### src/rtl/serial_adder_pkg.sv
// ---------------------------------------------------------------------------
// serial_adder_pkg
// Shared types and helpers for the digit-serial adder.
//   state_t : FSM encoding (IDLE / RUN / DONE)
//   clog2   : counter width for a given digit count, never less than 1 bit
// ---------------------------------------------------------------------------
package serial_adder_pkg;

  typedef enum logic [1:0] {
    IDLE = 2'd0,
    RUN  = 2'd1,
    DONE = 2'd2
  } state_t;

  // A single-digit configuration still needs a one-bit counter.
  function automatic int clog2(input int value);
    int w;
    w = 1;
    while ((1 << w) < value) w++;
    return w;
  endfunction

endpackage

### src/rtl/serial_adder_if.sv
// ---------------------------------------------------------------------------
// serial_adder_if
// Operand/result handshake bundle for serial_adder.
//   in_valid/in_ready   : operand handshake (a, b, sub)
//   out_valid/out_ready : result handshake (res, ovf)
//   busy                : adder is stepping through digits
// Modports: master = producer/consumer side, slave = the adder.
// ---------------------------------------------------------------------------
interface serial_adder_if #(
  parameter int WIDTH = 8
) ();

  logic             in_valid;
  logic             in_ready;
  logic [WIDTH-1:0] a;
  logic [WIDTH-1:0] b;
  logic             sub;
  logic             out_valid;
  logic             out_ready;
  logic [WIDTH:0]   res;
  logic             ovf;
  logic             busy;

  modport master (
    output in_valid, a, b, sub, out_ready,
    input  in_ready, out_valid, res, ovf, busy
  );

  modport slave (
    input  in_valid, a, b, sub, out_ready,
    output in_ready, out_valid, res, ovf, busy
  );

endinterface

### src/rtl/serial_adder_digit_adder.sv
// ---------------------------------------------------------------------------
// digit_adder
// Combinational DIGIT-bit ripple-carry adder.
//   a, b     : DIGIT-bit addends
//   cin      : carry in
//   s        : DIGIT-bit sum
//   cout     : carry out of the top bit
//   c_msb_in : carry into the top bit (used for signed overflow detection)
// ---------------------------------------------------------------------------
module digit_adder #(
  parameter int DIGIT = 2
) (
  input  logic [DIGIT-1:0] a,
  input  logic [DIGIT-1:0] b,
  input  logic             cin,
  output logic [DIGIT-1:0] s,
  output logic             cout,
  output logic             c_msb_in
);

  // Ripple chain: c[i] is the carry into bit i.
  always_comb begin : ripple
    logic [DIGIT:0] c;
    c    = '0;
    c[0] = cin;
    s    = '0;
    for (int i = 0; i < DIGIT; i++) begin
      s[i]   = a[i] ^ b[i] ^ c[i];
      c[i+1] = (a[i] & b[i]) | (c[i] & (a[i] ^ b[i]));
    end
    cout     = c[DIGIT];
    c_msb_in = c[DIGIT-1];
  end

endmodule

### src/rtl/serial_adder.sv
// ---------------------------------------------------------------------------
// serial_adder
// Digit-serial adder/subtractor: adds DIGIT bits per clock, WIDTH/DIGIT
// clocks per operation, with valid/ready handshakes on both sides.
//   CLOCK_50 : clock, rising edge
//   RESET_N  : asynchronous active-low reset
//   bus      : serial_adder_if.slave (operands, result, ovf, busy)
// Optional feature: define SERIAL_ADDER_OVF_EN to compute the signed
// overflow flag; otherwise ovf is tied to 0 and no overflow logic exists.
// ---------------------------------------------------------------------------
module serial_adder
  import serial_adder_pkg::*;
#(
  parameter int WIDTH = 8,
  parameter int DIGIT = 2
) (
  input  logic           CLOCK_50,
  input  logic           RESET_N,
  serial_adder_if.slave  bus
);

  localparam int             NDIG = WIDTH / DIGIT;
  localparam int             CW   = clog2(NDIG);
  localparam logic [CW-1:0]  LAST = CW'(NDIG - 1);

  if (WIDTH < 2) begin : g_badWidth
    $error("serial_adder: WIDTH must be at least 2");
  end
  if (WIDTH % DIGIT != 0) begin : g_badDigit
    $error("serial_adder: WIDTH must be a multiple of DIGIT");
  end

  state_t           r_state;
  logic             r_inReady;
  logic             r_outValid;
  logic             r_busy;
  logic [WIDTH-1:0] r_a;
  logic [WIDTH-1:0] r_b;
  logic             r_sub;
  logic             r_carry;
  logic [CW-1:0]    r_cnt;
  logic [WIDTH:0]   r_res;

  logic [DIGIT-1:0] w_aDigit;
  logic [DIGIT-1:0] w_bDigit;
  logic [DIGIT-1:0] w_sum;
  logic             w_cout;
  logic             w_cMsbIn;

  assign w_aDigit = r_a[int'(r_cnt) * DIGIT +: DIGIT];
  assign w_bDigit = r_b[int'(r_cnt) * DIGIT +: DIGIT];

  digit_adder #(.DIGIT(DIGIT)) u_digitAdder (
    .a        (w_aDigit),
    .b        (w_bDigit),
    .cin      (r_carry),
    .s        (w_sum),
    .cout     (w_cout),
    .c_msb_in (w_cMsbIn)
  );

  // Control FSM plus datapath registers. Subtraction is a + ~b + 1, so the
  // operand is inverted at capture and the initial carry is the sub bit.
  always_ff @(posedge CLOCK_50 or negedge RESET_N) begin
    if (!RESET_N) begin
      r_state    <= IDLE;
      r_inReady  <= 1'b1;
      r_outValid <= 1'b0;
      r_busy     <= 1'b0;
      r_a        <= '0;
      r_b        <= '0;
      r_sub      <= 1'b0;
      r_carry    <= 1'b0;
      r_cnt      <= '0;
      r_res      <= '0;
    end else begin
      case (r_state)
        IDLE: begin
          if (bus.in_valid) begin
            r_a       <= bus.a;
            r_b       <= bus.sub ? ~bus.b : bus.b;
            r_sub     <= bus.sub;
            r_carry   <= bus.sub;
            r_cnt     <= '0;
            r_state   <= RUN;
            r_inReady <= 1'b0;
            r_busy    <= 1'b1;
          end
        end
        RUN: begin
          r_res[int'(r_cnt) * DIGIT +: DIGIT] <= w_sum;
          r_carry <= w_cout;
          r_cnt   <= r_cnt + 1'b1;
          if (r_cnt == LAST) begin
            // For subtraction a set carry means "no borrow", hence the flip.
            r_res[WIDTH] <= w_cout ^ r_sub;
            r_state      <= DONE;
            r_busy       <= 1'b0;
            r_outValid   <= 1'b1;
          end
        end
        DONE: begin
          if (bus.out_ready) begin
            r_state    <= IDLE;
            r_outValid <= 1'b0;
            r_inReady  <= 1'b1;
          end
        end
        default: begin
          r_state    <= IDLE;
          r_inReady  <= 1'b1;
          r_outValid <= 1'b0;
          r_busy     <= 1'b0;
        end
      endcase
    end
  end

  // Gating with RESET_N keeps in_ready low during reset yet high in the
  // very first cycle after release.
  assign bus.in_ready  = r_inReady & RESET_N;
  assign bus.out_valid = r_outValid;
  assign bus.busy      = r_busy;
  assign bus.res       = r_res;

`ifdef SERIAL_ADDER_OVF_EN
  logic r_ovf;

  // Signed overflow is decided by the top digit only: carry into the MSB
  // differing from carry out of it.
  always_ff @(posedge CLOCK_50 or negedge RESET_N) begin
    if (!RESET_N) begin
      r_ovf <= 1'b0;
    end else if (r_state == RUN && r_cnt == LAST) begin
      r_ovf <= w_cMsbIn ^ w_cout;
    end else if (r_state == DONE && bus.out_ready) begin
      r_ovf <= 1'b0;
    end
  end

  assign bus.ovf = r_ovf;
`else
  logic w_unused;
  assign w_unused = w_cMsbIn;
  assign bus.ovf  = 1'b0;
`endif

endmodule

### src/flat_wrapper.sv
// flat-port wrapper written by rule: the top's interface ports become plain ports
module serial_adder_flat import serial_adder_pkg::*;
#(
  parameter int WIDTH = 8,
  parameter int DIGIT = 2
)
  (CLOCK_50, RESET_N, bus_in_valid, bus_a, bus_b, bus_sub, bus_out_ready, bus_in_ready, bus_out_valid, bus_res, bus_ovf, bus_busy);
  serial_adder_if #(.WIDTH(WIDTH)) bus_i ();
  input  logic CLOCK_50;
  input  logic RESET_N;
  input wire logic [$bits(bus_i.in_valid)-1:0] bus_in_valid;
  input wire logic [$bits(bus_i.a)-1:0] bus_a;
  input wire logic [$bits(bus_i.b)-1:0] bus_b;
  input wire logic [$bits(bus_i.sub)-1:0] bus_sub;
  input wire logic [$bits(bus_i.out_ready)-1:0] bus_out_ready;
  output wire logic [$bits(bus_i.in_ready)-1:0] bus_in_ready;
  output wire logic [$bits(bus_i.out_valid)-1:0] bus_out_valid;
  output wire logic [$bits(bus_i.res)-1:0] bus_res;
  output wire logic [$bits(bus_i.ovf)-1:0] bus_ovf;
  output wire logic [$bits(bus_i.busy)-1:0] bus_busy;
  assign bus_i.in_valid = bus_in_valid;
  assign bus_i.a = bus_a;
  assign bus_i.b = bus_b;
  assign bus_i.sub = bus_sub;
  assign bus_i.out_ready = bus_out_ready;
  assign bus_in_ready = bus_i.in_ready;
  assign bus_out_valid = bus_i.out_valid;
  assign bus_res = bus_i.res;
  assign bus_ovf = bus_i.ovf;
  assign bus_busy = bus_i.busy;
  serial_adder #(.WIDTH(WIDTH), .DIGIT(DIGIT)) u_core (.CLOCK_50(CLOCK_50), .RESET_N(RESET_N), .bus(bus_i));
endmodule
### config.mk
export PLATFORM = sky130hd
export DESIGN_NAME = serial_adder_flat
export DESIGN_NICKNAME = d
export VERILOG_FILES = /design/src/rtl/serial_adder_pkg.sv /design/src/rtl/serial_adder_if.sv /design/src/rtl/serial_adder_digit_adder.sv /design/src/rtl/serial_adder.sv /design/src/flat_wrapper.sv
export SDC_FILE = /design/constraint.sdc
export NUM_CORES = 1
export LEC_CHECK = 0
export CORE_MARGIN = 3
export CORE_UTILIZATION = 53
export CTS_BUF_LIST = sky130_fd_sc_hd__clkbuf_8
export DETAILED_ROUTE_END_ITERATION = 8
export GPL_TIMING_DRIVEN = 0
export PLACE_DENSITY = 0.81
export SKIP_LAST_GASP = 1
export SYNTH_ARGS = -nofsm -noshare
export SYNTH_HDL_FRONTEND = slang
export SYNTH_HIERARCHICAL = 1
export SYNTH_SLANG_ARGS = --single-unit
### constraint.sdc
create_clock -name CLOCK_50 -period 3.3 [get_ports CLOCK_50]
set_input_delay 0.495 -clock CLOCK_50 [delete_from_list [all_inputs] [get_ports CLOCK_50]]
set_output_delay 0.495 -clock CLOCK_50 [all_outputs]
set_load 0.005 [all_outputs]
==> results of run 1 <==
-- cell families (layout without fill, tap and decap cells) --
family	count (synthesis)	after routing	synth area share, %
simple gates	43	43	14.4
flops	34	34	48.8
compound gates	28	28	10.1
mux	13	13	11.0
buf+inv	10	49	3.66
fa+ha+maj	9	9	7.31
xor+xnor	9	9	4.52
other cells	1	1	0.215
-- cells in the final DEF (no fill, tap or decap), types with 2 or more instances in the layout --
master / netlist / routed
clkbuf_8: 0 / 6
buf_2: 1 / 2
fa_1: 2 / 2
o21ai_0: 3 / 3
nand2_1: 12 / 12
nor2_1: 13 / 13
ha_1: 7 / 7
dfrtp_1: 33 / 33
a21oi_1: 12 / 12
o31ai_1: 7 / 7
nand3b_1: 3 / 3
clkdlybuf4s50_1: 0 / 30
nand2b_1: 5 / 5
buf_4: 4 / 4
mux4_2: 4 / 4
clkbuf_2: 2 / 2
inv_1: 2 / 3
a22o_1: 2 / 2
xnor2_1: 8 / 8
mux2_2: 9 / 9
-- per-layer routing --
layer | global-route usage [%] | up-vias | routed length (microns)
met2 | 32.1 | 29 | 1810
met4 | 8.89 | 0 | 55
met5 | 0 | - | 0
met3 | 3.92 | 7 | 148
met1 | 21.7 | 595 | 1370
li1 | - | 589 | -
-- final timing paths --
path | startpoint | endpoint
max | u_core/r_cnt[0] | u_core/bus.res[5]
min | RESET_N | u_core/bus.res[5]
max reg2reg | u_core/r_cnt[0] | u_core/bus.res[5]
min reg2reg | u_core/bus.res[4] | u_core/bus.res[4]
max in group asynchronous | RESET_N | u_core/r_state[1]
min in group CLOCK_50 | u_core/bus.res[4] | u_core/bus.res[4]
-- layout make-up --
type                       instances  area (sq um)  area share [%]
sequential                        34           852            38.8
multi-input combinational        103           830            37.8
clock buffer                       6          82.6            3.76
inverter                           2          7.51           0.342
clock inverter                     2          8.76           0.399
buffer                             8          56.3            2.56
timing repair buffer              31           305            13.9
tap                               44          55.1            2.51
-- stage by stage --
stage | setup WS, ns | std cells
6_report | 0.682 | 230
5_1_grt | 0.563 | 230
4_1_cts | 0.675 | 230
3_5_place_dp | 0.694 | 222
3_3_place_gp | 0.0294 | 222
2_1_floorplan | 0.915 | 147
-- state kept, by name (all words and copies together) (netlist names) --
register / cells
u_core/r_inReady: 1
u_core/r_cnt: 2
u_core/bus.res: 9
u_core/r_sub: 1
u_core/bus.busy: 1
u_core/r_b: 8
u_core/bus.out_valid: 1
u_core/r_a: 8
u_core/r_carry: 1
u_core/r_state: 2
-- worst max-delay path: cells and delay by family (launching register included) --
| family | cells | cell delay, ns |
|---|---|---|
| AOI/OAI and AO/OA | 1 | 0.26 |
| muxes | 1 | 0.55 |
| adders and majority gates | 2 | 0.98 |
| and+or+nand+nor | 1 | 0.11 |
| DFF | 1 | 0.43 |
| buffers and inverters | 1 | 0.19 |
-- where the power goes --
| group | internal, W | switching [W] |
|---|---|---|
| clock network | 0.000165 | 0.000144 |
| registers | 0.000606 | 0.000126 |
| logic | 0.000544 | 0.000532 |
| total | 0.00131 | 0.000802 |
==> results.cfg, run 1 <==
[sta]
finalCritPeriodShare_pct = 79.3
max_slew.worst_pin.slew_ns = 0.756
setup_violations = 0
final_max_slew_viol_count = 0
fmax_mhz = 382
grt_setup_unrepaired = false
fin_hold_ws_ns = 0.280
final.setup.tns_ns = 0
fin_worst_skew_ns = 0.00528
period_minus_slack_ns = 2.62
slew_headroom_pct = 49.6
hold_viol_final = 0

[placed_design]
io_buffers = 31
hpwl_mm = 2.46
dpl-instance-area_sq_mm = 0.00211
gp_congestion = 0.866

[layout]
diodes = 0
final_core_util_pct = 70.8
drive_above_1_share_pct = 18.8
syn2layout_area_growth_pct = 25.9
final_nets = 215
design_area_sq_mm = 0.00220
fill_cells = 261

[global_routing]
antenna_found_initial = 0
grt.overflow.total = 0
first_global_vias = 1288
grt_pass1_wl_mm = 5.75
gr-usage-all-layers_pct = 18.5
grt_max_degree = 36

[die]
die_area_sq_mm = 0.00402
fp.dieW_microns = 63.4
initial_core_util_pct = 56.3
io_pins = 34
rows = 20
die-height_microns = 63.4
coreArea_sq_mm = 0.00310

[critical_path]
critical_path.slowest_cell = mux4_2
slowest_delay_ns = 0.55
reg2reg_depth = 6
r2r_slack_ns = 0.68
crit_top_cell = fa_1
worst_ep_arrival_time_ns = 2.80
cp-start-kind = register
endpoint_kind = register
crit_fanout = 10
path_class = reg2reg
cp.required_ns = 3.48
crit_chain = buf_6, mux4_2, fa_1, fa_1, nand2b_1, o31ai_1

[synthesis]
synth.most_common_cell = dfrtp_1
synth_top_area_cell = dfrtp_1
synth-edff-count = 0
synth.area.top_cells = dfrtp_1, mux2_2, mux4_2
synthCells = 147
synth_commonest_cells = dfrtp_1, nor2_1, a21oi_1, nand2_1, mux2_2
synth_top_area_share_pct = 47.3
avgSynthCellArea_sq_um = 11.9
yosysWarningCount = 6
synth_sequential_area_ratio_pct = 48.8
synthDistinctLibCells = 36
ys.flop_type = dfrtp_1
synth_seq_cells = 34
synth_area_sq_mm = 0.00175
synth_nets = 177
async_reset_ff_share_pct = 100

[pwr]
p_leak_nw = 0.927
vdd_drop_max_mv = 0.507
p_per_area_mw_per_mm2 = 963
p_total_w = 0.00212

[detailed_routing]
drt-initial-drc-count = 84
wire_per_inst_microns = 14.7
viasPerCell = 5.30
drc = 0
ant_nets = 0
vias = 1220
drt_pre_antenna_iters = 4
wl_mm = 3.38

[clocking]
cts_made_buffers = 5
cts_setup_buffers = 0
cts_root_buf = clkbuf_8
cts_tree = done
cts_buffer_depth = 2
h-tree-depth = 2
clk_latency_ns = 0.28
clk_pin_slew_worst_paths_ns = 0.07
cts_resized = 0
numClockSinks = 34
ctsHoldBuffers = 0

[status]
status = finished clean

[worst_hold_path]
hold_class = in2async

[job]
max_cap_viol_count = 0
Note: power is estimated with default switching activity, not from simulation.
==> inputs of run 2 (changes only) <==
==> constraint.sdc (replaced) <==
create_clock -name CLOCK_50 -period 2.6 [get_ports CLOCK_50]
set_input_delay 0.39 -clock CLOCK_50 [delete_from_list [all_inputs] [get_ports CLOCK_50]]
set_output_delay 0.39 -clock CLOCK_50 [all_outputs]
set_load 0.005 [all_outputs]
==> run 2 against run 1 <==
Against the previous run: cell area rose by 0.46%; final cell count rose by 0.43%; core utilization rose by 0.32 points; sequential share of layout area fell by 0.18 points; routed wire length fell by 0.24%; die area did not move; non-clock buffer count rose by 1; first-iteration DRC count fell by 4.8%; critical path depth did not move; global-route usage did not move; largest power group unchanged.
==> results.cfg, run 2 (same netlist as run 1, synthesis figures left out) <==
[status]
status = finished clean

[job]
max_cap_viol_count = 0

[worst_hold_path]
hold_class = in2async

[critical_path]
cp-start-kind = register
endpoint_kind = register
worst_ep_arrival_time_ns = 2.71
path_class = reg2reg
slowest_delay_ns = 0.62
critical_path.slowest_cell = fa_2
crit_chain = buf_6, mux4_2, fa_2, nand2b_4, or4_1, a21oi_1
cp.required_ns = 2.81
r2r_slack_ns = 0.09
critical-path-top-delay-family = adder cells
cp_num_buf_inv = 1
crit_fanout = 10

[sta]
grt_setup_unrepaired = false
slew_headroom_pct = 50.2
setup_violations = 0
finalCritPeriodShare_pct = 96.4
period_minus_slack_ns = 2.51
fin_worst_skew_ns = 0.00431
hold_viol_final = 0
final.setup.tns_ns = 0
fin_hold_ws_ns = 0.171
fmax_mhz = 399
max_slew.worst_pin.slew_ns = 0.747
final_max_slew_viol_count = 0

[global_routing]
grt_pass1_wl_mm = 5.74
first_global_vias = 1295
gr-usage-all-layers_pct = 18.5
grt_max_degree = 36
grt.overflow.total = 0
antenna_found_initial = 0

[layout]
syn2layout_area_growth_pct = 26.5
final_core_util_pct = 71.1
design_area_sq_mm = 0.00221
final_cell_mix = dfrtp_1, clkdlybuf4s50_1, nor2_1
final_common_cell = dfrtp_1
final_nets = 216
drive_above_1_share_pct = 19.8
diodes = 0
largest_register_ff_count = 9

[placed_design]
io_buffers = 31
hpwl_mm = 2.46
gp_congestion = 0.866
dpl-instance-area_sq_mm = 0.00211

[clocking]
cts_made_buffers = 5
clk_latency_ns = 0.28
cts_tree = done
numClockSinks = 34
h-tree-depth = 2
cts_buffer_depth = 2
ctsHoldBuffers = 0
clk_pin_slew_worst_paths_ns = 0.06
cts_root_buf = clkbuf_8

[detailed_routing]
drc = 0
wl_mm = 3.38
drt_pre_antenna_iters = 4
wire_per_inst_microns = 14.6
vias = 1207
ant_nets = 0
viasPerCell = 5.23
drt-initial-drc-count = 80

[pwr]
p_leak_nw = 0.931
vdd_drop_max_mv = 0.647
p_per_area_mw_per_mm2 = 1230

[die]
initial_core_util_pct = 56.3
fp.dieW_microns = 63.4
die_area_sq_mm = 0.00402
rows = 20
coreArea_sq_mm = 0.00310
die-height_microns = 63.4
io_pins = 34
## run 2: cell count changes in the layout (fill, tap and decap cells not counted)
cell and delta:
buf_4 +1, fa_1 -1, fa_2 +1
## run 2: timing repair
action / CTS / global route
resized for setup: 0 / 1
buffers inserted: 1 / 0
pin swaps: 0 / 1
setup endpoints to repair: 3 / 4
gates cloned: 0 / 0
## run 2: final timing paths
check,endpoint,startpoint,cells after the start
setup reg to reg,u_core/bus.res[8],u_core/r_cnt[0],6
setup / recovery,u_core/bus.res[8],u_core/r_cnt[0],6
hold reg to reg,u_core/bus.res[4],u_core/bus.res[4],2
max in group asynchronous,u_core/r_state[1],RESET_N,1
min in group CLOCK_50,u_core/bus.res[4],u_core/bus.res[4],2
hold / removal,u_core/bus.res[5],RESET_N,1
## run 2: cell type report
| type | instances | area (sq um) |
|---|---|---|
| fillers | 261 | 896 |
| flip-flops and latches | 34 | 852 |
| inverters | 2 | 7.51 |
| clock inverters | 2 | 8.76 |
| multi-input cells | 103 | 832 |
| repair buffers | 32 | 313 |
| plain buffers | 8 | 56.3 |
| clock buffers | 6 | 82.6 |
| well taps | 44 | 55.1 |
## run 2: layer usage
layer  track usage [%]  vias to the layer above  share of wire [%]
met5                 0                        -                  0
met4              8.89                        0                1.8
met3              3.92                        7                4.7
met2              32.2                       30                 52
met1              21.6                      582                 41
li1                  -                      588                  -
## run 2: through the flow
step,power [W],setup slack [ns],instances
floorplan,0.00188,0.215,147
global placement,0.00222,-0.461,222
detailed placement,0.00230,-0.00645,222
CTS,0.00272,0.0549,231
global route,0.00293,0.00204,231
finish,0.00271,0.0935,231
## run 2: where the power goes
group | leakage (nW) | switching (W) | internal [W] | total (W)
combinational | 0.472 | 0.000688 | 0.000710 | 0.00140
clock | 0.0524 | 0.000181 | 0.000209 | 0.000390
sequential | 0.407 | 0.000152 | 0.000769 | 0.000921
==> inputs of run 3 (changes only) <==
--- a/config.mk
+++ b/config.mk
@@ -10,9 +10,8 @@
 export CTS_BUF_LIST = sky130_fd_sc_hd__clkbuf_8
 export DETAILED_ROUTE_END_ITERATION = 8
 export GPL_TIMING_DRIVEN = 0
-export PLACE_DENSITY = 0.81
+export PLACE_DENSITY = 0.82
 export SKIP_LAST_GASP = 1
 export SYNTH_ARGS = -nofsm -noshare
 export SYNTH_HDL_FRONTEND = slang
-export SYNTH_HIERARCHICAL = 1
 export SYNTH_SLANG_ARGS = --single-unit
==> run 3 against run 2 <==
Against the previous run: hold slack worse by 0.0051 ns; combinational power is 8% lower; critical path depth stayed put.
==> results.cfg, run 3 <==
[detailed_routing]
ant_nets = 0
vias = 1206
wire_per_inst_microns = 13.9
viasPerCell = 5.22
drt_pre_antenna_iters = 4
wl_mm = 3.21
drt-initial-drc-count = 43
drc = 0

[pwr]
p_total_w = 0.00257
vdd_drop_max_mv = 0.495
p_leak_nw = 0.928
p_per_area_mw_per_mm2 = 1170

[global_routing]
first_global_vias = 1328
grt.overflow.total = 0
antenna_found_initial = 0
grt_max_degree = 36
grt-busiest-layer = met2
grtUsageMet1_pct = 20.8
gr-usage-all-layers_pct = 18.3
use_met2_pct = 32.4
grt_pass1_wl_mm = 5.69
grtUsageMet3_pct = 5.53

[clocking]
cts_tree = done
numClockSinks = 34
cts_root_buf = clkbuf_8
clk_pin_slew_worst_paths_ns = 0.07
h-tree-depth = 2
cts_buffer_depth = 2
ctsHoldBuffers = 0
clk_latency_ns = 0.28
cts_made_buffers = 5

[layout]
diodes = 0
largest_register_ff_count = 9
design_area_sq_mm = 0.00218
syn2layout_area_growth_pct = 25.5
final_cell_mix = dfrtp_1, clkdlybuf4s50_1, nor2_1
drive_above_1_share_pct = 16.6
final_common_cell = dfrtp_1
final_nets = 216

[die]
coreArea_sq_mm = 0.00310
io_pins = 34
rows = 20
die_area_sq_mm = 0.00401
die-height_microns = 63.3
initial_core_util_pct = 56.1
fp.dieW_microns = 63.3

[critical_path]
cp.required_ns = 2.79
crit_top_cell = fa_1
cp_num_buf_inv = 1
crit_chain = buf_6, mux4_2, fa_1, fa_1, nand2b_1, o31ai_1
slowest_delay_ns = 0.52
cp-start-kind = register
critical_path.slowest_cell = mux4_2
worst_ep_arrival_time_ns = 2.67
path_class = reg2reg
crit_fanout = 10
endpoint_kind = register
critical-path-top-delay-family = adder cells

[sta]
final_max_slew_viol_count = 0
max_slew.worst_pin.slew_ns = 0.736
fin_hold_ws_ns = 0.166
setup_slack_ns = 0.120
fin_worst_skew_ns = 0.00497
setup_violations = 0
fmax_mhz = 403
period_minus_slack_ns = 2.48
slew_headroom_pct = 51.0
grt_setup_unrepaired = false
hold_viol_final = 0
finalCritPeriodShare_pct = 95.4

[synthesis]
synth_top_area_cell = dfrtp_1
async_reset_ff_share_pct = 100
synth_seq_cells = 34
synth-edff-count = 0
synth.most_common_cell = dfrtp_1
synthCells = 147
synth_nets = 177
synth_commonest_cells = dfrtp_1, nor2_1, a21oi_1, nand2_1, mux2_2
synth_area_sq_mm = 0.00174
synth_sequential_area_ratio_pct = 49.0
synth.area.top_cells = dfrtp_1, mux2_2, ha_1
synthDistinctLibCells = 34
avgSynthCellArea_sq_um = 11.8
synth_top_area_share_pct = 47.4
yosysWarningCount = 0
ys.flop_type = dfrtp_1

[placed_design]
hpwl_mm = 2.39
io_buffers = 31
dp_slack_ns = 0.0452
gp_congestion = 0.867
dpl-instance-area_sq_mm = 0.00210

[job]
max_cap_viol_count = 0

[worst_hold_path]
hold_class = in2async

[status]
status = finished clean
[run 3: changes by cell type after synthesis, sizes merged]
| cell | before | now |
|---|---|---|
| clkbuf | 2 | 1 |
| buf | 6 | 7 |
[run 3: path summary, 6_finish.rpt]
kind,from,end,slack (ns),cells past startpoint
setup / recovery,u_core.r_cnt[0],u_core.bus.res[5],0.12,6
hold / removal,RESET_N,u_core.r_a[0],0.17,1
setup reg to reg,u_core.r_cnt[0],u_core.bus.res[5],0.12,6
hold reg to reg,u_core.bus.res[3],u_core.bus.res[3],0.48,2
max in group asynchronous,RESET_N,u_core.r_cnt[0],1.96,1
min in group CLOCK_50,u_core.bus.res[3],u_core.bus.res[3],0.48,2
[run 3: cells by family after synthesis]
logic type               after synthesis  synth area share (%)
XOR/XNOR                               9                  4.53
buffers and inverters                 10                  3.52
adder cells (fa/ha/maj)                9                  7.33
AND/OR/NAND/NOR                       43                  13.9
multiplexers                          13                  11.4
other                                  1                 0.215
flip-flops                            34                  49.0
AO/OA/AOI/OAI                         28                  10.1
[run 3: repair_timing]
action / 4_1_cts / 5_1_grt
gates resized for setup: 0 / 1
endpoints found under the setup margin: 0 / 4
endpoints found under the hold margin: 0 / 0
buffers inserted: 0 / 1
[run 3: layout make-up]
| type | count | area [sq um] |
|---|---|---|
| inverters | 2 | 7.51 |
| clock buffers | 5 | 68.8 |
| fillers | 249 | 918 |
| well taps | 44 | 55.1 |
| plain buffers | 8 | 53.8 |
| multi-input cells | 103 | 823 |
| flip-flops and latches | 34 | 852 |
| clock inverters | 3 | 11.3 |
| repair buffers | 32 | 313 |
[run 3: power breakdown]
part	switching, W	internal (W)
clock network	0.000175	0.000178
registers	0.000152	0.000769
logic	0.000630	0.000662
[run 3: worst reg2reg max path: cells and delay by family, from the launching register on]
kind | cells | cell delay [ns]
buffers and inverters | 1 | 0.17
AND/OR/NAND/NOR | 1 | 0.11
adder cells (fa/ha/maj) | 2 | 0.95
AO/OA/AOI/OAI | 1 | 0.25
flip-flops | 1 | 0.39
multiplexers | 1 | 0.53
[run 3: per-layer routing]
metal	part of all wire, %	vias to the layer above	wire length, microns
li1	-	589	-
met1	43	583	1380
met2	51	29	1630
met3	4.8	5	155
met4	1.5	0	48
met5	0	-	0
[run 3: stage by stage]
step           TNS (ns)  util, %  std cells
4_1_cts               0     70.3        230
5_1_grt               0     70.4        231
2_1_floorplan         0        -        147
3_5_place_dp          0     67.7        222
3_3_place_gp     -0.442     67.9        222
6_report              0     70.4        231
